## src/rtl/serial_sub.sv

```systemverilog
// Bit-serial WIDTH-bit subtractor (diff = a - b - bin), one full-subtractor bit per clock, LSB first.
// Latency: start accepted at edge k -> done pulse in the cycle after edge k+WIDTH; one op per WIDTH+1 cycles.
// Backpressure: start is only sampled while busy==0 (IDLE or DONE); requests during RUN are dropped.
module serial_sub #(
    parameter int WIDTH = 8
) (
    input  logic             clk,
    input  logic             rst_n,
    input  logic             start,
    input  logic [WIDTH-1:0] a,
    input  logic [WIDTH-1:0] b,
    input  logic             bin,
    output logic             busy,
    output logic             done,
    output logic [WIDTH-1:0] diff,
    output logic             bout
);

    localparam int CW = (WIDTH > 1) ? $clog2(WIDTH) : 1;

    typedef enum logic [1:0] {
        IDLE = 2'd0,
        RUN  = 2'd1,
        DONE = 2'd2
    } state_t;

    state_t           state, state_nxt;
    logic [WIDTH-1:0] sa, sb;
    logic             br;
    logic [CW-1:0]    cnt;
    logic             d, br_nxt, accept, last;

    always_comb begin
        d      = sa[0] ^ sb[0] ^ br;
        br_nxt = (~sa[0] & sb[0]) | (~(sa[0] ^ sb[0]) & br);
        accept = start && (state != RUN);
        last   = (state == RUN) && (cnt == CW'(WIDTH - 1));
    end

    always_comb begin
        state_nxt = state;
        case (state)
            IDLE:    if (accept) state_nxt = RUN;
            RUN:     if (last) state_nxt = DONE;
            DONE:    state_nxt = accept ? RUN : IDLE;
            default: state_nxt = IDLE;
        endcase
    end

    always_ff @(posedge clk or negedge rst_n) begin
        if (!rst_n) begin
            state <= IDLE;
        end else begin
            state <= state_nxt;
        end
    end

    // diff is left alone on accept so the previous result stays readable until bits start shifting in
    always_ff @(posedge clk or negedge rst_n) begin
        if (!rst_n) begin
            sa   <= '0;
            sb   <= '0;
            br   <= 1'b0;
            cnt  <= '0;
            diff <= '0;
            bout <= 1'b0;
        end else if (accept) begin
            sa  <= a;
            sb  <= b;
            br  <= bin;
            cnt <= '0;
        end else if (state == RUN) begin
            sa   <= sa >> 1;
            sb   <= sb >> 1;
            br   <= br_nxt;
            cnt  <= cnt + 1'b1;
            diff <= {d, diff[WIDTH-1:1]};
            if (last) bout <= br_nxt;
        end
    end

    assign busy = (state == RUN);
    assign done = (state == DONE);

endmodule
```

## config.mk

```make
export PLATFORM = sky130hd
export DESIGN_NAME = serial_sub
export DESIGN_NICKNAME = d
export VERILOG_FILES = /design/src/rtl/serial_sub.sv
export SDC_FILE = /design/constraint.sdc
export NUM_CORES = 1
export LEC_CHECK = 0
export CORE_AREA = 2 2 56 79
export CTS_BUF_LIST = sky130_fd_sc_hd__clkbuf_8
export DETAILED_ROUTE_END_ITERATION = 12
export DIE_AREA = 0 0 58 81
export PLACE_DENSITY = 0.65
export SETUP_SLACK_MARGIN = 0.2
export SLEW_MARGIN = 20
export SYNTH_ARGS = -nofsm -noshare
export SYNTH_HDL_FRONTEND = slang
export SYNTH_SLANG_ARGS = --single-unit
```

## constraint.sdc

```tcl
create_clock -name clk -period 1.7 [get_ports clk]
set_clock_uncertainty 0.2 [all_clocks]
set_input_delay 0.34 -clock clk [delete_from_list [all_inputs] [get_ports clk]]
set_output_delay 0.34 -clock clk [all_outputs]
set_load 0.05 [all_outputs]
```

[Word-level counts from Yosys, hierarchy flattened]
Cells that the tools add are included.
Word-level totals
  bits of input ports: 20
  output and inout bits: 11
  bits in registers: 31
Cells by class
  equal/unequal tests: 6
  reduce and logical (&&, ||, !) cells: 7
  $add $sub $neg: 1
  bitwise operators: 8
  muxes and demuxes: 12
Operator list (number)
  two-way mux 8 bit: 4
  two-way mux 3 bit: 2
  one-hot mux 2 bit (3 select lines): 1
  two-way mux 2 bit: 2
  != test 2 x 1 -> 1 bit (second input constant): 2
  AND reduction 2 bit: 2
  adder 3 x 1 -> 3 bit (second input constant): 1
  equality test 3 bit (second input constant): 1
  two-way mux 1 bit: 3
  inverter 1 bit: 3
  AND reduction 3 bit: 1
  AND 1 bit: 2
  equality test 2 x 1 -> 1 bit (second input constant): 1
  equality test 2 bit (second input constant): 1
  logical AND 1 bit: 2
  zero test 2 bit: 1
  != test 2 bit (second input constant): 1
  nonzero test 2 bit: 1
  bitwise XOR 1 bit: 2
  bitwise OR 1 bit: 1

[Longest topological paths before layout]
Gate-level depths: netlist of run 1.
  depth after elaboration: 6
  depth in mapped cells: 4

[Least setup slack after synthesis of run 1]
OpenSTA, ideal clock, no wires.
  kind: reg-to-reg
  start: register state[1]
  end: register diff[7]
  clock period less this slack: 1.696 ns
  stages on the path, launching flop included: 5
  path slack: 0.004 ns
  buffers on the path: 1
  data arrival time: 1.372 ns
  data required time: 1.375 ns
  path through: dfrtp_1 > nand2b_1 > buf_6 > inv_1 > mux2_2
Between the ends
  elaborated cells on any way between the ends: 5
  classes of those cells: 2 x eq/ne; 1 x bitwise; 2 x reduce/logical
RTL lines
  from (decl): RTL line 27  | state_t state, state_nxt;
  from (signal assigned): RTL line 54  | state <= state_nxt;
  equality test 2 x 1 -> 1 bit
  via busy: RTL line 13  | output logic busy,
  AND reduction 2 bit (no line)
  to (signal assigned): RTL line 77  | diff <= {d, diff[WIDTH-1:1]};
  to (decl): RTL line 15  | output logic [WIDTH-1:0] diff,
The timed path passes the listed nets, and every way through them passes these cells.
A chain may end at the register's enable or synchronous reset.

[Worst setup path in the final report of run 1]
  start: register state[0]
  end: output port busy
Between the ends
  longest elaborated chain between the ends: 1
RTL lines
  equality test 2 x 1 -> 1 bit: RTL line 82  | assign busy = (state == RUN);
  to (decl): RTL line 13
No other way between the ends.

==> impl_metrics.tcl, run 1 <==
set metrics [dict create \
    status "finished, final reports clean" \
    n_antenna_cell 0 \
    synth_top_area_cell "dfrtp_1" \
    cp-end-kind "output port" \
    htreeDepth 2 \
    synth_most_common_cell "dfrtp_1" \
    cap_violations 0 \
    synth_cells 98 \
    cts_tree "yes" \
    placed_cell_area_mm2 0.00203 \
    finalCritPeriodShare 0.936 \
    gp_congestion 0.682 \
    syn_area_mm2 0.00155 \
    clock_sinks 31 \
    grt-busiest-layer "met2" \
    dr.pass1.iters 3 \
    routed_wl_um 3030 \
    rows 28 \
    synth_warnings 0 \
    start_util 0.382 \
    clock.fmax_mhz 628 \
    dp_hpwl_um 1960 \
    drt_iter0_drc 31 \
    via_per_inst 4.92 \
    antenna_found_initial 0 \
    grtUsageTotal 0.149 \
    ir_drop_uv 1390 \
    grt-ovfl-total 0 \
    p_per_area_mw_per_mm2 2000 \
    fin_util 0.550 \
    area_growth_pct 44.1 \
    drive_above_1_share 0.514 \
    wl_per_cell_um 16.2 \
    clock_path_buffers 2 \
    synth.distinct_cells 13 \
    cts_buffers 5 \
    hold_path.class "input pin to asynchronous set/reset pin" \
    ant_nets 0 \
    leakagePower_nw 1.08 \
    power_w 0.00447 \
    fin_tns_setup_ps 0 \
    hold_viol 0 \
    grt_first_pass_wirelength_um 5170 \
    coreArea_mm2 0.00406 \
    grt_util_met2 0.253 \
    die_w_um 58 \
    setup_violations 0 \
    cts_hold_buffers 0 \
    io_pins 31 \
    grt_max_degree 32 \
    dieHeight_um 81 \
    path_class "flip-flop to output port" \
    fp.dieArea_mm2 0.00470 \
    holdWs_ps 211 \
    vias 920 \
    use_met3 0.0366 \
    synth_top_cell_area_share 0.500 \
    avgSynthCellArea_um2 15.8 \
    ys.flop_type "dfrtp_1" \
    arrival_ps 1050 \
    port_buffers 30 \
    clk_pin_slew_ps 70 \
    synth_edf_count 0 \
    crit_fanout 3 \
    fin_crit_ps 1590 \
    seq_area_frac_synth 0.500 \
    grt_use_met1 0.171 \
    clk_latency_ps 280 \
    synthTopCellsByCount "dfrtp_1, mux2_4, mux2_2" \
    design_area_mm2 0.00224 \
    worst_pin_slew_ps 138 \
    worstPathRequired_ps 1160 \
    grt_pass1_vias 1081 \
    slew_viol_final 0 \
    root_buffer "clkbuf_8" \
    rsz0062_at_grt "true" \
    startpoint_type "flip-flop" \
    ys_async_sr_fraction 1.00 \
    drc 0 \
    slew_headroom 0.906 \
    yosys-top-cells-area "dfrtp_1, mux2_4, mux2_2, mux2i_1, buf_6" \
    syn_nets 121 \
    nets 164 \
    synth_seq_cells 31 \
]
==> routing by layer <==
metal  routed length (µm)  vias to the layer above
li1                     -                      426
met1                 1210                      471
met4                   53                        0
met3                  147                        5
met2                 1610                       18
met5                    0                        -
==> report_power, final <==
group | switching, W | internal (W)
clock | 0.000263 | 0.000363
combinational | 0.000992 | 0.00147
sequential | 0.000292 | 0.00109
total | 0.00155 | 0.00292
==> stage by stage <==
stage / instances / worst slack, ps
2_1_floorplan: 98 / 149
3_3_place_gp: 173 / -240
3_5_place_dp: 173 / -261
6_report: 187 / 108
4_1_cts: 185 / 98.7
5_1_grt: 187 / 76.9
==> kinds of logic after synthesis <==
kind of cell / Yosys count / share of synthesized area
simple gates: 8 / 0.0298
buf+inv: 11 / 0.0508
fa+ha+maj: 3 / 0.0290
flops: 31 / 0.500
mux: 44 / 0.387
compound gates: 1 / 0.00403
==> layout by cell type (no fill, tap or decap), types with 2 or more instances in the layout <==
| master | synthesis | layout |
|---|---|---|
| nor2b_1 | 3 | 2 |
| mux2i_1 | 6 | 6 |
| clkbuf_8 | 0 | 7 |
| buf_12 | 0 | 13 |
| inv_1 | 6 | 6 |
| mux2_2 | 8 | 8 |
| buf_4 | 0 | 5 |
| nor2_1 | 2 | 2 |
| clkdlybuf4s50_1 | 0 | 18 |
| mux2_4 | 30 | 30 |
| dfrtp_1 | 31 | 30 |
==> final cells by class <==
class | count | area [µm²]
clock buffer | 7 | 96.3
clock inverter | 1 | 3.75
fill | 340 | 1830
inverter | 6 | 26.3
multi-input combinational | 56 | 711
sequential | 31 | 777
tap | 45 | 56.3
timing repair buffer | 41 | 567
==> path summary, 6_finish.rpt <==
| kind | cells after the start | start | end | slack (ps) |
|---|---|---|---|---|
| worst max-delay path | 3 | state[0] | busy | 110 |
| worst min-delay path | 2 | rst_n | sb[2] | 210 |
| worst max register to register | 4 | state[1] | sa[0] | 220 |
| worst min register to register | 1 | cnt[0] | cnt[0] | 300 |
| max in group asynchronous | 2 | rst_n | state[0] | 900 |
| min in group clk | 1 | cnt[0] | cnt[0] | 300 |
==> sequential cells by signal (all words and copies together), names as in the netlist <==
signal and count:
state 2, sb 8, bout 1, sa 8, cnt 3, diff 8, br 1
==> worst max-delay path, cell delays in order (launching register included) <==
cell and delay (ps):
dfrtp_2 440, nand2b_4 90, clkinvlp_4 90, buf_6 160
==> what timing repair did <==
item,CTS,global route
resized for setup,5,4
gates cloned,1,1
endpoints found under the setup margin,19,13
buffers inserted,3,1
pin swaps,0,0
Note: power is estimated with default switching activity, not from simulation.
==> run 2: changes to the inputs <==
--- a/config.mk
+++ b/config.mk
@@ -5,11 +5,12 @@
 export SDC_FILE = /design/constraint.sdc
 export NUM_CORES = 1
 export LEC_CHECK = 0
-export CORE_AREA = 2 2 56 79
+export CORE_AREA = 2 2 49 70
 export CTS_BUF_LIST = sky130_fd_sc_hd__clkbuf_8
 export DETAILED_ROUTE_END_ITERATION = 12
-export DIE_AREA = 0 0 58 81
-export PLACE_DENSITY = 0.65
+export DIE_AREA = 0 0 51 72
+export HOLD_SLACK_MARGIN = 0.06
+export PLACE_DENSITY = 0.81
 export SETUP_SLACK_MARGIN = 0.2
 export SLEW_MARGIN = 20
 export SYNTH_ARGS = -nofsm -noshare
==> run 2 against run 1 <==
Compared with the run above:
- critical path depth unchanged
- first-iteration DRC count shrank 52%
- die area fell by 22%
- non-clock buffer count decreased by 1
- clock power is essentially flat
- clock-buffer cell count did not move
- largest cell class unchanged
- critical path type unchanged
- fmax down 2.9%
- critical endpoint unchanged
- cell area shrank 1.8%
- register-to-register slack about the same
==> impl_metrics.tcl, run 2 (same netlist as run 1, synthesis figures left out) <==
set metrics [dict create \
    p_per_area_mw_per_mm2 1990 \
    htreeDepth 2 \
    grt-busiest-layer "met2" \
    via_per_inst 4.98 \
    setup_violations 0 \
    fp.dieArea_mm2 0.00367 \
    grt_pass1_vias 1051 \
    fin_tns_setup_ps 0 \
    worstReg2RegStart "cnt[0]" \
    clock_sinks 31 \
    grt-ovfl-total 0 \
    nets 163 \
    cp-end-kind "output port" \
    clock.fmax_mhz 610 \
    status "finished, final reports clean" \
    start_util 0.512 \
    leakagePower_nw 1.07 \
    root_buffer "clkbuf_8" \
    path_class "flip-flop to output port" \
    finalCritPeriodShare 0.964 \
    drive_above_1_share 0.504 \
    top_regs "diff (8), sa (8), sb (8)" \
    grt_use_met1 0.231 \
    worst_pin_slew_ps 189 \
    routed_wl_um 2930 \
    ant_nets 0 \
    cap_violations 0 \
    fillers 196 \
    cts_hold_buffers 0 \
    clk_latency_ps 280 \
    drc 0 \
    cts_tree "yes" \
    dieHeight_um 72 \
    n_antenna_cell 0 \
    worstPathRequired_ps 1160 \
    startpoint_type "flip-flop" \
    cts_buffers 5 \
    port_buffers 30 \
    grt_max_degree 32 \
    grt_first_pass_wirelength_um 5100 \
    ir_drop_uv 1480 \
    die_w_um 51 \
    grt_util_met2 0.309 \
    wl_per_cell_um 16.3 \
    coreArea_mm2 0.00303 \
    hold_path.class "input pin to asynchronous set/reset pin" \
    clock_path_buffers 2 \
    crit_fanout 3 \
    fin_crit_ps 1640 \
    io_pins 31 \
    hold_viol 0 \
    gp_congestion 0.790 \
    startpoint "state[0]" \
    antenna_found_initial 0 \
    grtUsageTotal 0.192 \
    rsz0062_at_grt "true" \
    final_cell_mix "mux2_4, dfrtp_1, clkdlybuf4s50_1" \
    slew_viol_final 0 \
    dr.pass1.iters 4 \
    holdWs_ps 220 \
    dp_hpwl_um 1910 \
    clk_pin_slew_ps 60 \
    rows 24 \
    use_met3 0.0617 \
    arrival_ps 1100 \
    slew_headroom 0.874 \
    drt_iter0_drc 15 \
    vias 896 \
    area_growth_pct 41.5 \
]
-- run 2: cell count changes in the layout (fill, tap and decap cells not counted), sizes merged --
cell,change
clkbuf,-1
-- run 2: path summary, 6_finish.rpt --
kind,to,cells after the start,slack (ps)
max in group asynchronous,cnt[0],2,910
max,busy,3,60
min reg2reg,sa[2],1,320
min in group clk,sa[2],1,320
min,sa[2],2,220
max reg2reg,cnt[2],3,220
-- run 2: stage by stage --
stage | total power (W) | setup WS (ps) | utilization | cell area, µm² | std cells
floorplan | 0.00284 | 149 | - | 1560 | 98
global placement | 0.00357 | -247 | 0.665 | 2020 | 166
detailed placement | 0.00364 | -258 | 0.665 | 2020 | 166
CTS | 0.00436 | 69.5 | 0.722 | 2190 | 179
global route | 0.00458 | 22.4 | 0.724 | 2200 | 180
finish | 0.00437 | 61.5 | 0.724 | 2200 | 180
-- run 2: timing repair --
action,4_1_cts,5_1_grt
setup buffers,4,1
pin swaps,0,1
gates cloned,1,0
resized for setup,3,4
endpoints found under the setup margin,25,9
-- run 2: report_power, final --
group	internal, W	total [W]	switching, W	leakage, nW
Sequential	0.00109	0.00137	0.000287	0.379
Clock	0.000363	0.000623	0.000260	0.0557
Combinational	0.00139	0.00237	0.000980	0.635
-- run 2: cell type report --
cell class,count,area (µm²),area share
Tap cell,39,48.8,0.0222
Timing Repair Buffer,40,534,0.243
Clock inverter,1,3.75,0.00171
Clock buffer,7,96.3,0.0438
Inverter,6,26.3,0.0120
Multi-Input combinational cell,56,712,0.324
Sequential cell,31,776,0.353
-- run 2: worst max-delay path: stages (launching register included) --
cell	delay, ps
dfrtp_1	430
nand2b_4	120
clkinvlp_4	110
buf_6	160
-- run 2: per-layer routing --
metal	vias to the layer above	wire, µm
met4	0	31
li1	421	-
met5	-	0
met3	2	140
met2	22	1550
met1	451	1210
